===== config.mk =====
export PLATFORM = sky130hd
export DESIGN_NAME = xf100_exu_wbck_arb
export DESIGN_NICKNAME = d
export VERILOG_FILES = /design/src/rtl/xf100_exu_wbck_pkg.sv /design/src/rtl/xf100_exu_wbck_fifo.sv /design/src/rtl/xf100_exu_wbck_arb.sv
export SDC_FILE = /design/constraint.sdc
export NUM_CORES = 1
export LEC_CHECK = 0
export CORE_AREA = 3 3 137 139
export CTS_CLUSTER_DIAMETER = 40
export DETAILED_ROUTE_END_ITERATION = 8
export DIE_AREA = 0 0 140 142
export GPL_ROUTABILITY_DRIVEN = 0
export PLACE_DENSITY = 0.52
export SLEW_MARGIN = 30
export SYNTH_ARGS = -nofsm -noshare
export SYNTH_HDL_FRONTEND = slang
export SYNTH_SLANG_ARGS = --single-unit

===== constraint.sdc =====
create_clock -name clk -period 3.8 [get_ports clk]
set_clock_uncertainty 0.2 [all_clocks]
set_input_delay 0.76 -clock clk [delete_from_list [all_inputs] [get_ports clk]]
set_output_delay 0.76 -clock clk [all_outputs]
set_load 0.02 [all_outputs]

===== src/rtl/xf100_exu_wbck_pkg.sv =====
// Shared widths, parameter defaults and types for the xf100 EXU writeback arbiter.
package xf100_exu_wbck_pkg;

  localparam int XF100_XLEN                = 32;
  localparam int XF100_RFIDX_WIDTH         = 5;
  localparam int XF100_WBCK_LNG_FIFO_DEPTH = 2;
  localparam int XF100_WBCK_STARVE_MAX     = 4;

  typedef struct packed {
    logic [XF100_RFIDX_WIDTH-1:0] rdidx;
    logic [XF100_XLEN-1:0]        data;
  } wbck_entry_t;

  typedef enum logic [1:0] {
    GNT_NONE,
    GNT_ALU,
    GNT_LNG
  } wbck_gnt_e;

endpackage


===== src/rtl/xf100_exu_wbck_fifo.sv =====
// Generic synchronous FIFO with occupancy count; pushes while full and pops while
// empty are ignored, so a full FIFO never accepts even alongside a pop.
module xf100_exu_wbck_fifo #(
  parameter int DW    = 37,
  parameter int DEPTH = 2
) (
  input  logic                     clk,
  input  logic                     rst_n,
  input  logic                     push,
  input  logic [DW-1:0]            push_data,
  input  logic                     pop,
  output logic [DW-1:0]            pop_data,
  output logic                     full,
  output logic                     empty,
  output logic [$clog2(DEPTH):0]   cnt
);

  localparam int AW = $clog2(DEPTH);

  logic [DW-1:0] mem [DEPTH];
  logic [AW-1:0] wr_ptr;
  logic [AW-1:0] rd_ptr;
  logic          do_push;
  logic          do_pop;

  assign full     = (cnt == (AW+1)'(DEPTH));
  assign empty    = (cnt == '0);
  assign do_push  = push & ~full;
  assign do_pop   = pop & ~empty;
  assign pop_data = mem[rd_ptr];

  // Storage needs no reset; the count alone decides which entries are live.
  always_ff @(posedge clk) begin
    if (do_push) mem[wr_ptr] <= push_data;
  end

  always_ff @(posedge clk or negedge rst_n) begin
    if (!rst_n) begin
      wr_ptr <= '0;
      rd_ptr <= '0;
      cnt    <= '0;
    end else begin
      if (do_push) wr_ptr <= wr_ptr + 1'b1;
      if (do_pop)  rd_ptr <= rd_ptr + 1'b1;
      if (do_push && !do_pop)      cnt <= cnt + 1'b1;
      else if (do_pop && !do_push) cnt <= cnt - 1'b1;
    end
  end

endmodule


===== src/rtl/xf100_exu_wbck_arb.sv =====
// Shares the regfile write port between the ALU and the queued long-latency path;
// ALU has priority until the queued head has waited STARVE_MAX cycles.
module xf100_exu_wbck_arb
  import xf100_exu_wbck_pkg::*;
#(
  parameter int LNG_FIFO_DEPTH = XF100_WBCK_LNG_FIFO_DEPTH,
  parameter int STARVE_MAX     = XF100_WBCK_STARVE_MAX
) (
  input  logic                             clk,
  input  logic                             rst_n,
  input  logic                             alu_i_valid,
  output logic                             alu_o_ready,
  input  logic [XF100_XLEN-1:0]            alu_i_data,
  input  logic [XF100_RFIDX_WIDTH-1:0]     alu_i_rdidx,
  input  logic                             lng_i_valid,
  output logic                             lng_o_ready,
  input  logic [XF100_XLEN-1:0]            lng_i_data,
  input  logic [XF100_RFIDX_WIDTH-1:0]     lng_i_rdidx,
  output logic                             lng_o_pend,
  output logic [$clog2(LNG_FIFO_DEPTH):0]  lng_o_cnt,
  output logic                             wbck_o_wbck_en,
  output logic [XF100_XLEN-1:0]            wbck_o_wbck_data,
  output logic [XF100_RFIDX_WIDTH-1:0]     wbck_o_wbck_rdidx
);

  localparam logic [3:0] STARVE_LIM = 4'(STARVE_MAX);

  wbck_entry_t lng_push_entry;
  wbck_entry_t lng_head;
  wbck_entry_t win_entry;
  wbck_gnt_e   gnt;
  logic [3:0]  starve_cnt;
  logic        fifo_full;
  logic        fifo_empty;
  logic        force_lng;
  logic        lng_push;
  logic        lng_pop;

  assign lng_push_entry = '{rdidx: lng_i_rdidx, data: lng_i_data};
  assign lng_push       = lng_i_valid & lng_o_ready;
  assign lng_pop        = (gnt == GNT_LNG);

  xf100_exu_wbck_fifo #(
    .DW    ($bits(wbck_entry_t)),
    .DEPTH (LNG_FIFO_DEPTH)
  ) u_lng_fifo (
    .clk       (clk),
    .rst_n     (rst_n),
    .push      (lng_push),
    .push_data (lng_push_entry),
    .pop       (lng_pop),
    .pop_data  (lng_head),
    .full      (fifo_full),
    .empty     (fifo_empty),
    .cnt       (lng_o_cnt)
  );

  // Both readies come from registered state only, so no valid->ready path exists.
  assign lng_o_pend  = ~fifo_empty;
  assign lng_o_ready = ~fifo_full;
  assign force_lng   = lng_o_pend & (starve_cnt == STARVE_LIM);
  assign alu_o_ready = ~force_lng;

  always_comb begin
    gnt = GNT_NONE;
    if (force_lng)        gnt = GNT_LNG;
    else if (alu_i_valid) gnt = GNT_ALU;
    else if (lng_o_pend)  gnt = GNT_LNG;
  end

  always_comb begin
    win_entry = lng_head;
    if (gnt == GNT_ALU) win_entry = '{rdidx: alu_i_rdidx, data: alu_i_data};
  end

  always_ff @(posedge clk or negedge rst_n) begin
    if (!rst_n) begin
      starve_cnt <= '0;
    end else if (fifo_empty || lng_pop) begin
      starve_cnt <= '0;
    end else if (starve_cnt != STARVE_LIM) begin
      starve_cnt <= starve_cnt + 1'b1;
    end
  end

  // Writes to x0 still consume the grant but leave the enable low.
  always_ff @(posedge clk or negedge rst_n) begin
    if (!rst_n) begin
      wbck_o_wbck_en    <= 1'b0;
      wbck_o_wbck_data  <= '0;
      wbck_o_wbck_rdidx <= '0;
    end else if (gnt != GNT_NONE) begin
      wbck_o_wbck_en    <= (win_entry.rdidx != '0);
      wbck_o_wbck_data  <= win_entry.data;
      wbck_o_wbck_rdidx <= win_entry.rdidx;
    end else begin
      wbck_o_wbck_en    <= 1'b0;
    end
  end

endmodule


==> results.json, run 1 <==
{
  "post_cts_resized": 0,
  "cp-end-kind": "output port",
  "seq_area_frac_synth": 0.6390,
  "first_pass_iters": 4,
  "start_util": 0.2969,
  "slew_violations": 0,
  "cts_tree": "done",
  "n_antenna_cell": 0,
  "cts_buffer_depth": 2,
  "nets": 535,
  "ant_nets": 0,
  "setup_violations": 0,
  "fin_util": 0.4120,
  "required_ns": 2.84,
  "path_class": "flop to output port",
  "core-area_mm2": 0.01778,
  "grt.total_usage": 0.1240,
  "internal-power_mw": 3.813,
  "ctsRootBufferMaster": "clkbuf_16",
  "cap_violations": 0,
  "final_hold_viol_count": 0,
  "final_cell_area_mm2": 0.007325,
  "slew_headroom": 0.4797,
  "clkLatencyLatePin_ns": 0.40,
  "peakVddDrop_uv": 403.9,
  "antenna_found_initial": 0,
  "grt_pass1_wl_mm": 19.11,
  "hold_buffers": 0,
  "finalCriticalPeriod_ns": 2.964,
  "power_frac_clock": 0.301,
  "numPortBuffers": 120,
  "dp.final_hpwl_mm": 7.753,
  "cts_buffers": 17,
  "grt_pass1_vias": 3518,
  "grt_overflow_total": 0,
  "synth_top_area_cell": "edfxtp_1",
  "combPwrFrac": 0.327,
  "avgSynthCellArea_um2": 16.05,
  "cts.clk_slew.worst_paths_ns": 0.06,
  "rows": 49,
  "cts_sinks": 120,
  "swShare": 0.3061,
  "htree_levels": 4,
  "dieArea_mm2": 0.01988,
  "synth_edf_count": 74,
  "wl_per_cell_um": 16.91,
  "place_area_mm2": 0.006710,
  "critPathMaxFanout": 5,
  "powerDensity_mw_per_mm2": 750.3,
  "grt_max_degree": 43,
  "min_path_type": "input port to asynchronous set/reset pin",
  "seq_power_share": 0.372,
  "die_h_um": 142,
  "ys_seq_elements": 120,
  "area_delta_synth_final_pct": 38.75,
  "regArea_mm2": 0.003377,
  "drc": 0,
  "drive_gt1_frac": 0.1670,
  "fmax_mhz": 337.4,
  "period_share": 0.7800,
  "yosysWarnings": 0,
  "rsz0062_at_grt": "false",
  "power_leakage_nw": 2.871,
  "nFillCells": 1656,
  "ys_top_cells_by_area": "edfxtp_1 (42%), dfrtp_1 (22%), mux2i_1 (21%)",
  "p_sw_mw": 1.682,
  "vias": 3125,
  "arrival_ns": 2.00,
  "synthCells": 329,
  "yosysUniqueCellTypes": 29,
  "synth_area_mm2": 0.005279,
  "drt-vias-per-instance": 4.490,
  "synth_nets": 410,
  "finalSetupTns_ns": 0,
  "post-cts-setup-buffers": 0,
  "pin_count": 121,
  "drt_wl_total_mm": 11.77,
  "multiInputGateArea_mm2": 0.001782,
  "worstMarginPinSlew_ns": 0.7805,
  "async_flop_share": 0.3833,
  "worstSetupStartpointType": "flop",
  "synth_top_area_share": 0.4210,
  "synth_ff_type": "edfxtp_1",
  "status": "complete, no violations",
  "die_x_um": 140,
  "drtIter0Drc": 139
}
[worst paths after layout]
| check | slack, ns | end | cells after the start | start |
|---|---|---|---|---|
| min | 0.23 | wbck_o_wbck_data[19]$_DFFE_PN0P_ | 1 | rst_n |
| min in group clk | 0.29 | starve_cnt[0]$_DFFE_PN0P_ | 1 | starve_cnt[0]$_DFFE_PN0P_ |
| max | 0.84 | alu_o_ready | 4 | u_lng_fifo.cnt[0]$_DFFE_PN0P_ |
| max in group asynchronous | 2.40 | wbck_o_wbck_data[22]$_DFFE_PN0P_ | 2 | rst_n |
| max reg2reg | 1.44 | u_lng_fifo.cnt[1]$_DFFE_PN0P_ | 7 | u_lng_fifo.cnt[0]$_DFFE_PN0P_ |
| min reg2reg | 0.29 | starve_cnt[0]$_DFFE_PN0P_ | 1 | starve_cnt[0]$_DFFE_PN0P_ |
[cell families (layout without fill, tap and decap cells)]
family,after synthesis,in the layout,synth area share
XOR/XNOR,7,7,0.01161
AND/OR/NAND/NOR,23,23,0.02394
multiplexers,148,148,0.2894
adder cells (fa/ha/maj),3,3,0.007111
AO/OA/AOI/OAI,3,3,0.003793
buffers and inverters,25,163,0.02512
flip-flops,120,120,0.6390
[synth_stat cells (2+ instances only)]
cell,count
buf_1,2
buf_2,7
buf_6,4
clkbuf_1,7
dfrtp_1,46
edfxtp_1,74
ha_1,3
inv_1,4
mux2_1,3
mux2_2,34
mux2i_1,111
nand2_1,4
nand3_1,2
nor2_1,7
o22ai_1,2
xnor2_1,4
xor2_1,3
[power by group through the flow]
stage / Clock [mW] / Sequential, mW / Combinational, mW
after CTS: 1.71 / 2.05 / 1.84
final: 1.65 / 2.04 / 1.80
after detailed placement: 0 / 2.07 / 1.83
after global placement: 0 / 2.06 / 1.80
after global routing: 1.77 / 2.11 / 1.95
after floorplan: 0 / 2.18 / 0.989
[cell usage in the layout (no fill, tap or decap), types with 5 or more instances in the layout]
master,synthesis,layout
clkdlybuf4s50_1,0,118
mux2i_1,111,111
edfxtp_1,74,74
dfrtp_1,46,45
mux2_2,34,34
clkbuf_16,0,17
nor2_1,7,6
clkinv_2,0,5
buf_4,0,5
[routing by layer]
| layer | vias up | wire length [um] | GRT usage |
|---|---|---|---|
| met4 | 0 | 131 | 0.04131 |
| met3 | 11 | 575 | 0.04469 |
| met1 | 1553 | 5279 | 0.1576 |
| li1 | 1481 | - | - |
| met2 | 80 | 5785 | 0.1983 |
| met5 | - | 0 | 0 |
[stage by stage]
step           worst slack [ns]  total power, mW  hold slack (ns)  cells
2_1_floorplan            0.6570            3.164           0.2547    329
3_3_place_gp              1.138            3.859           0.2644    664
3_5_place_dp              1.042            3.903           0.2897    664
4_1_cts                  0.7910            5.600           0.2359    696
5_1_grt                  0.7470            5.831           0.2790    696
6_report                 0.8360            5.496           0.2349    696
[layout make-up]
cell class	count	share of cell area
repair buffers	126	0.1705
inverters	5	0.002562
clock inverters	13	0.02443
flip-flops and latches	120	0.4611
clock buffers	19	0.05910
well taps	229	0.03912
multi-input cells	184	0.2433
[worst max-delay path: stages (launching register included)]
cell and delay [ns]:
dfrtp_1 0.43, or2_2 0.34, nor2b_4 0.14, inv_2 0.06
clkdlybuf4s50_1 0.62
[registers in the layout (all words and copies together) (netlist names)]
signal	cells
wbck_o_wbck_data	32
u_lng_fifo.mem	74
starve_cnt	4
u_lng_fifo.wr_ptr	1
u_lng_fifo.cnt	2
wbck_o_wbck_rdidx	5
wbck_o_wbck_en	1
u_lng_fifo.rd_ptr	1
(Power assumes the default switching activity.)
==> run 2, diff against run 1 <==
--- a/config.mk
+++ b/config.mk
@@ -10,7 +10,7 @@
 export DETAILED_ROUTE_END_ITERATION = 8
 export DIE_AREA = 0 0 140 142
 export GPL_ROUTABILITY_DRIVEN = 0
-export PLACE_DENSITY = 0.52
+export PLACE_DENSITY = 0.54
 export SLEW_MARGIN = 30
 export SYNTH_ARGS = -nofsm -noshare
 export SYNTH_HDL_FRONTEND = slang
==> constraint.sdc (replaced) <==
create_clock -name clk -period 2.4 [get_ports clk]
set_clock_uncertainty 0.2 [all_clocks]
set_input_delay 0.48 -clock clk [delete_from_list [all_inputs] [get_ports clk]]
set_output_delay 0.48 -clock clk [all_outputs]
set_load 0.02 [all_outputs]
==> results.json, run 2 (synthesis gave the netlist of run 1 again) <==
{
  "required_ns": 1.72,
  "numPortBuffers": 120,
  "period_share": 0.9668,
  "worst_slack_ns": 0.07971,
  "post-place-ws_ns": 0.1641,
  "drive_gt1_frac": 0.1841,
  "rrSetupSlack_ns": 0.43,
  "die_x_um": 140,
  "dp.final_hpwl_mm": 7.998,
  "die_h_um": 142,
  "crit_slowest_cell": "dfrtp_1",
  "drtIter0Drc": 87,
  "cp-end-kind": "output port",
  "ant_nets": 0,
  "area_delta_synth_final_pct": 41.50,
  "core-area_mm2": 0.01778,
  "vias": 3191,
  "power_leakage_nw": 2.952,
  "slew_violations": 0,
  "grt.total_usage": 0.1261,
  "cts_tree": "done",
  "peakVddDrop_uv": 565.9,
  "grt_max_degree": 41,
  "critPathMaxFanout": 21,
  "dieArea_mm2": 0.01988,
  "htree_levels": 4,
  "layout_common_cells": "clkdlybuf4s50_1 (115), mux2i_1 (111), edfxtp_1 (74)",
  "largest_register_ff_count": 74,
  "worstMarginPinSlew_ns": 0.5348,
  "powerDensity_mw_per_mm2": 1195,
  "ctsRootBufferMaster": "clkbuf_16",
  "pin_count": 121,
  "first_pass_iters": 4,
  "grt_pass1_vias": 3479,
  "top_register": "u_lng_fifo.mem",
  "grt_overflow_total": 0,
  "cts_sinks": 120,
  "slowest_delay_ns": 0.38,
  "min_path_type": "input port to flop",
  "drt_wl_total_mm": 12.27,
  "largestRegisters": "u_lng_fifo.mem (74), wbck_o_wbck_data (32), wbck_o_wbck_rdidx (5)",
  "slew_headroom": 0.6435,
  "cts_buffers": 17,
  "drc": 0,
  "drt-vias-per-instance": 4.513,
  "status": "complete, no violations",
  "cts_buffer_depth": 2,
  "start_util": 0.2969,
  "cp_cell_sequence": "or2_2 > buf_6 > clkdlybuf4s15_1",
  "finalCriticalPeriod_ns": 2.320,
  "antenna_found_initial": 0,
  "nFillCells": 1652,
  "setup_violations": 0,
  "path_class": "flop to output port",
  "fin_hold_ws_ns": 0.2710,
  "layout_commonest_cell": "clkdlybuf4s50_1",
  "cts.clk_slew.worst_paths_ns": 0.05,
  "rows": 49,
  "path_delay_family": "buffers and inverters",
  "regArea_mm2": 0.003374,
  "grt_pass1_wl_mm": 18.97,
  "worstSetupStartpointType": "flop",
  "multiInputGateArea_mm2": 0.001782,
  "cap_violations": 0,
  "final_hold_viol_count": 0,
  "wl_per_cell_um": 17.36,
  "clkLatencyLatePin_ns": 0.41,
  "finalSetupTns_ns": 0,
  "arrival_ns": 1.64,
  "rsz0062_at_grt": "false",
  "critical_path_buf_inv_count": 2,
  "n_antenna_cell": 0,
  "nets": 546,
  "fmax_mhz": 431.0
}
-- run 2: changes by cell type in the layout (fill, tap and decap cells not counted), moves of 3 or more --
cell | previous run | this run
buf_4 | 5 | 10
clkdlybuf4s50_1 | 118 | 115
buf_12 | 1 | 5
clkinv_4 | 3 | 0
clkbuf_8 | 0 | 3
-- run 2: path summary, 6_finish.rpt --
| path | from | to | cells past startpoint |
|---|---|---|---|
| max | u_lng_fifo.cnt[0]$_DFFE_PN0P_ | lng_o_pend | 3 |
| min | alu_i_valid | u_lng_fifo.rd_ptr$_DFFE_PN0P_ | 4 |
| max reg2reg | starve_cnt[0]$_DFFE_PN0P_ | u_lng_fifo.cnt[1]$_DFFE_PN0P_ | 10 |
| min reg2reg | u_lng_fifo.wr_ptr$_DFFE_PN0P_ | u_lng_fifo.wr_ptr$_DFFE_PN0P_ | 1 |
| max in group asynchronous | rst_n | wbck_o_wbck_data[25]$_DFFE_PN0P_ | 3 |
| min in group asynchronous | rst_n | wbck_o_wbck_data[0]$_DFFE_PN0P_ | 2 |
-- run 2: layout make-up --
class	instances	area share
Inverter	5	0.002513
Sequential cell	120	0.4518
Multi-Input combinational cell	184	0.2385
Tap cell	229	0.03836
Clock inverter	9	0.01943
Timing Repair Buffer	137	0.1854
Clock buffer	23	0.06399
-- run 2: routing by layer --
layer / GRT usage / vias to the layer above / part of all wire
met2: 0.2147 / 78 / 0.51
li1: - / 1513 / -
met4: 0.04284 / 0 / 0.015
met1: 0.1504 / 1587 / 0.44
met3: 0.04301 / 13 / 0.042
met5: 0 / - / 0
-- run 2: timing repair --
action / in CTS / in global routing
endpoints found under the setup margin: 2 / 3
resized for setup: 5 / 3
hold endpoints to repair: 17 / 0
setup buffers: 0 / 3
hold buffers: 1 / 0
-- run 2: worst reg2reg max path, cell delays in order (launching register included) --
cell and delay, ns:
dfrtp_1 0.40, inv_1 0.07, ha_1 0.13, nand3b_1 0.15, buf_4 0.17, nand2_1 0.06
nand2_1 0.08, ha_1 0.23, xor2_1 0.14, nor2_1 0.11, xor2_1 0.15
-- run 2: metrics by stage --
stage	power [mW]	cell area (um^2)	instances	utilization
3_5_place_dp	6.332	6813	671	0.3832
3_3_place_gp	6.257	6813	671	0.3832
2_1_floorplan	5.013	5286	329	-
5_1_grt	9.397	7470	707	0.4201
6_report	8.929	7470	707	0.4201
4_1_cts	9.056	7450	704	0.4190
-- run 2: where the power goes --
| group | switching (mW) | total (mW) | internal (mW) |
|---|---|---|---|
| Sequential | 0.296 | 3.15 | 2.85 |
| Clock | 0.866 | 2.68 | 1.81 |
| Combinational | 1.54 | 3.11 | 1.57 |
